### src/rtl/robo_sequenciador_if.sv
// Sequencer bus: mission control, robot FSM commands, actuator handshake and status.
interface robo_sequenciador_if;
    logic       start;
    logic [7:0] qtd_movimentos;
    logic       avancar;
    logic       girar;
    logic       remover;
    logic       act_ack;
    logic       robo_step;
    logic       act_valid;
    logic [1:0] act_cmd;
    logic [7:0] mov_count;
    logic       busy;
    logic       done;
    logic       trapped;
    logic       erro;

    modport master (
        input  start, qtd_movimentos, avancar, girar, remover, act_ack,
        output robo_step, act_valid, act_cmd, mov_count, busy, done, trapped, erro
    );

    modport slave (
        output start, qtd_movimentos, avancar, girar, remover, act_ack,
        input  robo_step, act_valid, act_cmd, mov_count, busy, done, trapped, erro
    );
endinterface

### src/rtl/robo_sequenciador.sv
// Mission sequencer: steps the robot FSM, forwards each command over valid/ack, tracks budget and traps.
// Optional actuator timeout enabled by defining ROBO_SEQ_TIMEOUT_EN.
module robo_sequenciador #(
    parameter int TIMEOUT_CYCLES = 16
) (
    input logic                 clock,
    input logic                 reset,
    robo_sequenciador_if.master bus
);

    typedef enum logic [2:0] {
        S_IDLE,
        S_STEP,
        S_CAPTURE,
        S_ISSUE,
        S_DONE,
        S_TRAPPED,
        S_ERRO
    } state_t;

    localparam logic [1:0] CMD_NONE = 2'b00;
    localparam logic [1:0] CMD_ADV  = 2'b01;
    localparam logic [1:0] CMD_TURN = 2'b10;
    localparam logic [1:0] CMD_REM  = 2'b11;

    if (TIMEOUT_CYCLES < 1 || TIMEOUT_CYCLES > 255) begin : g_bad_timeout
        $error("TIMEOUT_CYCLES must be in 1..255");
    end

    state_t     r_state;
    logic [7:0] r_budget;
    logic [7:0] r_mov_count;
    logic [2:0] r_turns;
    logic [1:0] r_cmd;
    logic       r_valid;
    logic       r_step;
    logic       r_busy;
    logic       r_done;
    logic       r_trapped;

`ifdef ROBO_SEQ_TIMEOUT_EN
    localparam logic [7:0] TMO_LAST = 8'(TIMEOUT_CYCLES - 1);
    logic [7:0] r_tmo;
    logic       r_erro;
`endif

    logic [1:0] w_cmd;
    logic [7:0] w_cnt_next;
    logic [2:0] w_turns_after;
    logic       w_step_end;

    // remover outranks girar, which outranks avancar
    always_comb begin
        w_cmd = CMD_NONE;
        if (bus.remover) begin
            w_cmd = CMD_REM;
        end else if (bus.girar) begin
            w_cmd = CMD_TURN;
        end else if (bus.avancar) begin
            w_cmd = CMD_ADV;
        end
    end

    always_comb begin
        w_turns_after = r_turns;
        if (r_state == S_ISSUE) begin
            if (r_cmd == CMD_TURN) begin
                w_turns_after = r_turns + 3'd1;
            end else if (r_cmd == CMD_ADV) begin
                w_turns_after = 3'd0;
            end
        end
    end

    assign w_cnt_next = r_mov_count + 8'd1;
    assign w_step_end = ((r_state == S_CAPTURE) && (w_cmd == CMD_NONE)) ||
                        ((r_state == S_ISSUE) && bus.act_ack);

    always_ff @(posedge clock) begin
        if (reset) begin
            r_state     <= S_IDLE;
            r_budget    <= 8'd0;
            r_mov_count <= 8'd0;
            r_turns     <= 3'd0;
            r_cmd       <= CMD_NONE;
            r_valid     <= 1'b0;
            r_step      <= 1'b0;
            r_busy      <= 1'b0;
            r_done      <= 1'b0;
            r_trapped   <= 1'b0;
`ifdef ROBO_SEQ_TIMEOUT_EN
            r_tmo       <= 8'd0;
            r_erro      <= 1'b0;
`endif
        end else begin
            r_step <= 1'b0;
            case (r_state)
                S_IDLE, S_DONE, S_TRAPPED, S_ERRO: begin
                    if (bus.start) begin
                        r_budget    <= bus.qtd_movimentos;
                        r_mov_count <= 8'd0;
                        r_turns     <= 3'd0;
                        r_trapped   <= 1'b0;
`ifdef ROBO_SEQ_TIMEOUT_EN
                        r_erro      <= 1'b0;
`endif
                        if (bus.qtd_movimentos == 8'd0) begin
                            r_state <= S_DONE;
                            r_done  <= 1'b1;
                        end else begin
                            r_state <= S_STEP;
                            r_step  <= 1'b1;
                            r_busy  <= 1'b1;
                            r_done  <= 1'b0;
                        end
                    end
                end
                S_STEP: begin
                    r_state <= S_CAPTURE;
                end
                S_CAPTURE: begin
                    if (w_cmd != CMD_NONE) begin
                        r_cmd   <= w_cmd;
                        r_valid <= 1'b1;
                        r_state <= S_ISSUE;
`ifdef ROBO_SEQ_TIMEOUT_EN
                        r_tmo   <= 8'd0;
`endif
                    end
                end
                S_ISSUE: begin
                    if (bus.act_ack) begin
                        r_valid <= 1'b0;
                        r_cmd   <= CMD_NONE;
`ifdef ROBO_SEQ_TIMEOUT_EN
                    end else if (r_tmo == TMO_LAST) begin
                        // abandoned request: the step is not counted
                        r_valid <= 1'b0;
                        r_cmd   <= CMD_NONE;
                        r_busy  <= 1'b0;
                        r_erro  <= 1'b1;
                        r_state <= S_ERRO;
                    end else begin
                        r_tmo <= r_tmo + 8'd1;
`endif
                    end
                end
                default: begin
                    r_state <= S_IDLE;
                end
            endcase

            // end-of-step bookkeeping shared by no-op captures and acknowledged commands
            if (w_step_end) begin
                r_mov_count <= w_cnt_next;
                r_turns     <= w_turns_after;
                if (w_turns_after == 3'd4) begin
                    r_state   <= S_TRAPPED;
                    r_trapped <= 1'b1;
                    r_busy    <= 1'b0;
                end else if (w_cnt_next == r_budget) begin
                    r_state <= S_DONE;
                    r_done  <= 1'b1;
                    r_busy  <= 1'b0;
                end else begin
                    r_state <= S_STEP;
                    r_step  <= 1'b1;
                end
            end
        end
    end

    assign bus.robo_step = r_step;
    assign bus.act_valid = r_valid;
    assign bus.act_cmd   = r_cmd;
    assign bus.mov_count = r_mov_count;
    assign bus.busy      = r_busy;
    assign bus.done      = r_done;
    assign bus.trapped   = r_trapped;
`ifdef ROBO_SEQ_TIMEOUT_EN
    assign bus.erro      = r_erro;
`else
    assign bus.erro      = 1'b0;
`endif

endmodule

### src/flat_wrapper.sv
// flat-port wrapper written by rule: the top's interface ports become plain ports
module robo_sequenciador_flat 
#(
    parameter int TIMEOUT_CYCLES = 16
)
  (clock, reset, bus_start, bus_qtd_movimentos, bus_avancar, bus_girar, bus_remover, bus_act_ack, bus_robo_step, bus_act_valid, bus_act_cmd, bus_mov_count, bus_busy, bus_done, bus_trapped, bus_erro);
  robo_sequenciador_if bus_i ();
  input logic clock;
  input logic reset;
  input wire logic [$bits(bus_i.start)-1:0] bus_start;
  input wire logic [$bits(bus_i.qtd_movimentos)-1:0] bus_qtd_movimentos;
  input wire logic [$bits(bus_i.avancar)-1:0] bus_avancar;
  input wire logic [$bits(bus_i.girar)-1:0] bus_girar;
  input wire logic [$bits(bus_i.remover)-1:0] bus_remover;
  input wire logic [$bits(bus_i.act_ack)-1:0] bus_act_ack;
  output wire logic [$bits(bus_i.robo_step)-1:0] bus_robo_step;
  output wire logic [$bits(bus_i.act_valid)-1:0] bus_act_valid;
  output wire logic [$bits(bus_i.act_cmd)-1:0] bus_act_cmd;
  output wire logic [$bits(bus_i.mov_count)-1:0] bus_mov_count;
  output wire logic [$bits(bus_i.busy)-1:0] bus_busy;
  output wire logic [$bits(bus_i.done)-1:0] bus_done;
  output wire logic [$bits(bus_i.trapped)-1:0] bus_trapped;
  output wire logic [$bits(bus_i.erro)-1:0] bus_erro;
  assign bus_i.start = bus_start;
  assign bus_i.qtd_movimentos = bus_qtd_movimentos;
  assign bus_i.avancar = bus_avancar;
  assign bus_i.girar = bus_girar;
  assign bus_i.remover = bus_remover;
  assign bus_i.act_ack = bus_act_ack;
  assign bus_robo_step = bus_i.robo_step;
  assign bus_act_valid = bus_i.act_valid;
  assign bus_act_cmd = bus_i.act_cmd;
  assign bus_mov_count = bus_i.mov_count;
  assign bus_busy = bus_i.busy;
  assign bus_done = bus_i.done;
  assign bus_trapped = bus_i.trapped;
  assign bus_erro = bus_i.erro;
  robo_sequenciador #(.TIMEOUT_CYCLES(TIMEOUT_CYCLES)) u_core (.clock(clock), .reset(reset), .bus(bus_i));
endmodule
### config.mk
export PLATFORM = sky130hd
export DESIGN_NAME = robo_sequenciador_flat
export DESIGN_NICKNAME = d
export VERILOG_FILES = /design/src/rtl/robo_sequenciador_if.sv /design/src/rtl/robo_sequenciador.sv /design/src/flat_wrapper.sv
export SDC_FILE = /design/constraint.sdc
export NUM_CORES = 1
export LEC_CHECK = 0
export ABC_AREA = 1
export CORE_MARGIN = 2
export CORE_UTILIZATION = 45
export CTS_CLUSTER_DIAMETER = 30
export DETAILED_ROUTE_END_ITERATION = 10
export GPL_ROUTABILITY_DRIVEN = 0
export PLACE_DENSITY = 0.7
export REMOVE_ABC_BUFFERS = 1
export SYNTH_ARGS = -nofsm -noshare
export SYNTH_HDL_FRONTEND = slang
export SYNTH_SLANG_ARGS = --single-unit
export TNS_END_PERCENT = 10
### constraint.sdc
create_clock -name clock -period 2.9 [get_ports clock]
set_input_delay 0.58 -clock clock [delete_from_list [all_inputs] [get_ports clock]]
set_output_delay 0.58 -clock clock [all_outputs]
set_load 0.01 [all_outputs]
# ---- Word level (Yosys, flattened, before mapping)
# Cells that the tools add are included.
dict set report totals {
  mem_bits_ro 0
  memories 0
  output_inout_bits 16
  inputBits 15
  ramBits 0
  ff_bits 29
  latch_bits 0
}
dict set report op_classes {
  div 0
  addsub 2
  bitwise_logic 0
  n_reduce_logical 15
  shifts 0
  magnitude_cmp 0
  n_mul 0
  n_eq_ne 15
  muxes 47
}
# operator count
set op_table {}
lappend op_table {{$mux W3} 12}
lappend op_table {{$mux W1} 25}
lappend op_table {{$mux W8} 3}
lappend op_table {{$eq A3 B3 Y1 const B} 4}
lappend op_table {{$pmux W3 S4} 1}
lappend op_table {{$add A8 B1 Y8 const B} 1}
lappend op_table {{$eq A8 B8 Y1} 1}
lappend op_table {{$logic_not A8 Y1} 1}
lappend op_table {{$mux W2} 4}
lappend op_table {{$reduce_bool A2 Y1} 4}
lappend op_table {{$eq A3 B2 Y1 const B} 2}
lappend op_table {{$ne A3 B2 Y1 const B} 2}
lappend op_table {{$reduce_and A3 Y1} 2}
lappend op_table {{$ne A2 B2 Y1 const B} 2}
lappend op_table {{$pmux W2 S2} 1}
lappend op_table {{$reduce_and A2 Y1} 2}
lappend op_table {{$reduce_or A4 Y1} 1}
lappend op_table {{$add A3 B1 Y3 const B} 1}
lappend op_table {{$eq A3 B1 Y1 const B} 1}
lappend op_table {{$logic_not A3 Y1} 1}
lappend op_table {{$eq A2 B1 Y1 const B} 1}
lappend op_table {{$eq A2 B2 Y1 const B} 1}
lappend op_table {{$logic_and A1 B1 Y1} 2}
lappend op_table {{$logic_not A2 Y1} 1}
lappend op_table {{other kinds (3)} 3}

# ---- Depth between registers and ports, before layout
dict set report depth {
  word_depth 8
  ltp_mapped 13
  depth_no_buf 13
}

# ---- Worst setup path before layout
# No wires, ideal clock.
dict set report synth_path {
  path_type {register to register}
  from {register u_core.r_mov_count[0] (netlist: u_core.bus.mov_count[0])}
  to {register u_core.r_state[0]}
  path_slack_ns 1.292
  path_stages_with_launch 13
  t_required_ns 2.791
  arrival_time_ns 1.499
  synth_period_minus_slack_ns 1.608
  path_cell_list {dfxtp_1 -> ha_1 -> nand2_2 -> o21bai_2 -> nand2_1 -> nand2_1 -> nand2_2 -> nor2_2 -> nand2_1 -> nor2_2 -> nand3_2 -> nand2_1 -> inv_1}
}
dict set report synth_between {
  elab_chain_len 5
}
# item line
set synth_lines {}
lappend synth_lines {{from (decl)} robo_sequenciador.sv:32} ;# logic [7:0] r_mov_count;
lappend synth_lines {{from (signal assigned)} robo_sequenciador.sv:155} ;# r_mov_count <= w_cnt_next;
lappend synth_lines {{$add A8 B1 Y8} robo_sequenciador.sv:75} ;# assign w_cnt_next = r_mov_count + 8'd1;
lappend synth_lines {{$eq A8 B8 Y1} robo_sequenciador.sv:161} ;# end else if (w_cnt_next == r_budget) begin
lappend synth_lines {{$mux W3} robo_sequenciador.sv:161}
lappend synth_lines {{$mux W3} robo_sequenciador.sv:157} ;# if (w_turns_after == 3'd4) begin
lappend synth_lines {{$mux W3} robo_sequenciador.sv:154} ;# if (w_step_end) begin
lappend synth_lines {{to (signal assigned)} robo_sequenciador.sv:158} ;# r_state <= S_TRAPPED;
lappend synth_lines {{to (signal assigned)} robo_sequenciador.sv:162} ;# r_state <= S_DONE;
lappend synth_lines {{to (signal assigned)} robo_sequenciador.sv:166} ;# r_state <= S_STEP;
lappend synth_lines {{to (decl)} robo_sequenciador.sv:30} ;# state_t r_state;
# No other way between the ends.
# A chain may end at the register's enable or synchronous reset.

# ---- Worst setup path after layout
dict set report layout_path {
  from {register u_core.r_mov_count[0] (netlist: u_core.bus.mov_count[0])}
  to {output bus_mov_count[0]}
}
# item line
set layout_lines {}
lappend layout_lines {{to (decl)} flat_wrapper.sv:19} ;# output wire logic [$bits(bus_i.mov_count)-1:0] bus_mov_count;
# No word-level cell between the ends.

==> impl_metrics.toml <==
[run_status]
status = "complete, no violations"

[global_routing]
antenna_found_initial = 0
grt_pass1_wl_mm = 6.61
gr-total-overflow = 0
grt_util_all_layers = 0.201
grt_pass1_vias = 1562
grt_max_degree = 20

[layout]
layout-drive-gt1-share = 0.137
regArea_um2 = 581
num_antenna_cells = 0
fillers = 361
final_cell_area_mm2 = 0.00214
area_delta_synth_final_pct = 25.0
nets = 308
multi_input_area_um2 = 956

[clocking]
cts.path.max_buffers = 2
cts_resized = 0
post_cts_buffers = 0
cts_htree_levels = 2
clkSlewWorstSetupHoldPaths_ns = 0.06
cts.sinks = 29
cts_tree = "done"
cts-root-buf = "clkbuf_8"
cts-hold-fix-buffers = 0
clock_latency_ns = 0.29
cts_buffers = 5

[synthesis]
ys_types = 29
yosysWarnings = 0
async_reset_ff_frac = 0
synthCells = 260
syn_area_mm2 = 0.00171
ys_ff_latch = 29
synth.avg_cell_area_um2 = 6.59
synth-edff-count = 0
ys.flop_type = "dfxtp_1"
ys_seq_area_frac = 0.339

[setup_path]
crit_fanout = 7
path_class = "flip-flop to output port"
cpMaxStageDelayCell = "clkdlybuf4s50_1"
crit_chain = "clkdlybuf4s50_1"
cp.required_ns = 2.32
crit_path_end_kind = "output port"
critPathTopFamily = "buffers and inverters"
startpoint_type = "flip-flop"
crit_buf_inv = 1
cp.arrival_ns = 1.35
max_stage_delay_ns = 0.59

[timing]
fmax_mhz = 519
period_needed_ns = 1.93
whs_ns = 0.469
finalCritPeriodShare = 0.665
setup_tns_ns = 0
fin_skew_ns = 0.00371
setup_viol = 0
rsz0062_at_grt = "no"
drv_slew = 0
finalHoldViolations = 0

[power]
p_leak_nw = 0.865
peakVddDrop_mv = 0.326
power_density_mw_per_mm2 = 663

[run]
maxCapViolations = 0

[floorplanning]
rows = 22
coreArea_mm2 = 0.00366
die-area_mm2 = 0.00432
start_util = 0.468
die_h_um = 65.7
die_w_um = 65.7
ios = 31

[detailed_routing]
antenna_left = 0
wire_per_inst_um = 11.6
num_vias = 1734
drc = 0
drtIter0Drc = 106
drt_wl_total_mm = 3.96
vias_per_cell = 5.10
drtPass1Iterations = 4

[placed_design]
io_buffers = 29
dp_hpwl_mm = 2.96
place_area_mm2 = 0.00204

[worst_hold_path]
min_path_type = "flip-flop to flip-flop"
## cells in the mapped netlist (2+ instances only)
library cell | count | area, um^2
a21oi_1 | 28 | 140
a21oi_2 | 3 | 26.3
buf_4 | 2 | 15.0
clkbuf_1 | 2 | 7.51
dfxtp_1 | 29 | 581
ha_1 | 2 | 25.0
inv_1 | 36 | 135
inv_2 | 2 | 7.51
nand2_1 | 67 | 251
nand2_2 | 9 | 56.3
nand3_1 | 24 | 120
nand3_2 | 7 | 70.1
nand4_1 | 2 | 12.5
nor2_1 | 8 | 30.0
nor2_2 | 5 | 31.3
nor2_4 | 3 | 33.8
nor4_1 | 2 | 12.5
o21ai_0 | 17 | 85.1
o21bai_1 | 2 | 15.0
## cells by family after synthesis
group                      synth area share
AOI/OAI and AO/OA                     0.169
adders and majority gates            0.0146
buffers and inverters                 0.104
DFF                                   0.339
other                               0.00219
and+or+nand+nor                       0.372
## flip-flops by register name, indices dropped and copies added, names as in the netlist
signal,count
u_core.bus.act_cmd,2
u_core.bus.act_valid,1
u_core.bus.busy,1
u_core.bus.done,1
u_core.bus.mov_count,8
u_core.bus.robo_step,1
u_core.bus.trapped,1
u_core.r_budget,8
u_core.r_state,3
u_core.r_turns,3
## path summary, 6_finish.rpt
check                                                     startpoint                        endpoint  slack, ns  cells after the start
worst max-delay path            u_core.bus.mov_count[0]$_SDFFE_PP0P_                bus_mov_count[0]       0.97                      1
worst min-delay path                   u_core.bus.trapped$_SDFF_PP0_   u_core.bus.trapped$_SDFF_PP0_       0.47                      2
worst max register to register  u_core.bus.mov_count[0]$_SDFFE_PP0P_  u_core.r_state[0]$_SDFFE_PP0P_       1.06                     12
worst min register to register         u_core.bus.trapped$_SDFF_PP0_   u_core.bus.trapped$_SDFF_PP0_       0.47                      2
## final cells by class
class,instances,area share
repair buffers,30,0.139
clock inverters,1,0.00234
well taps,48,0.0280
flip-flops and latches,29,0.271
multi-input cells,186,0.446
clock buffers,7,0.0450
inverters,39,0.0683
## worst min-delay path, stage by stage (launching register included)
cell and delay (ns):
dfxtp_1 0.31, nand2_1 0.06, a21oi_1 0.05
## cell usage in the layout, fill, tap and decap left out, drive strengths merged
master,Yosys,final
a21oi,31,31
a31oi,1,1
buf,4,1
clkbuf,2,7
clkdlybuf4s50,0,29
clkinv,1,2
conb,1,1
dfxtp,29,29
ha,2,2
inv,38,38
nand2,76,76
nand3,31,31
nand3b,1,1
nand4,2,2
nor2,16,16
nor3,1,1
nor4,2,2
o21ai,17,17
o21bai,3,3
o22ai,1,1
or2,1,1
## power breakdown
group | internal (W) | switching (W) | leakage [nW] | total [W]
combinational | 0.000198 | 0.000321 | 0.574 | 0.000518
sequential | 0.000476 | 0.0000507 | 0.237 | 0.000527
clock | 0.000214 | 0.000160 | 0.0542 | 0.000374
total | 0.000888 | 0.000532 | 0.865 | 0.00142
## metrics by stage
step                total power, W  std cells  setup WS, ns  utilization
global route               0.00152        340         0.909        0.585
finish                     0.00142        340         0.972        0.585
detailed placement         0.00105        332         0.800        0.557
CTS                        0.00143        340         0.964        0.585
global placement           0.00104        332         0.847        0.557
floorplan                 0.000881        254          1.29            -
## metal layers
layer / routed length, um / GRT usage
met3: 142 / 0.0377
met2: 1970 / 0.347
met1: 1760 / 0.233
met4: 82 / 0.107
met5: 0 / 0
Power figures use the tool's default switching activity.
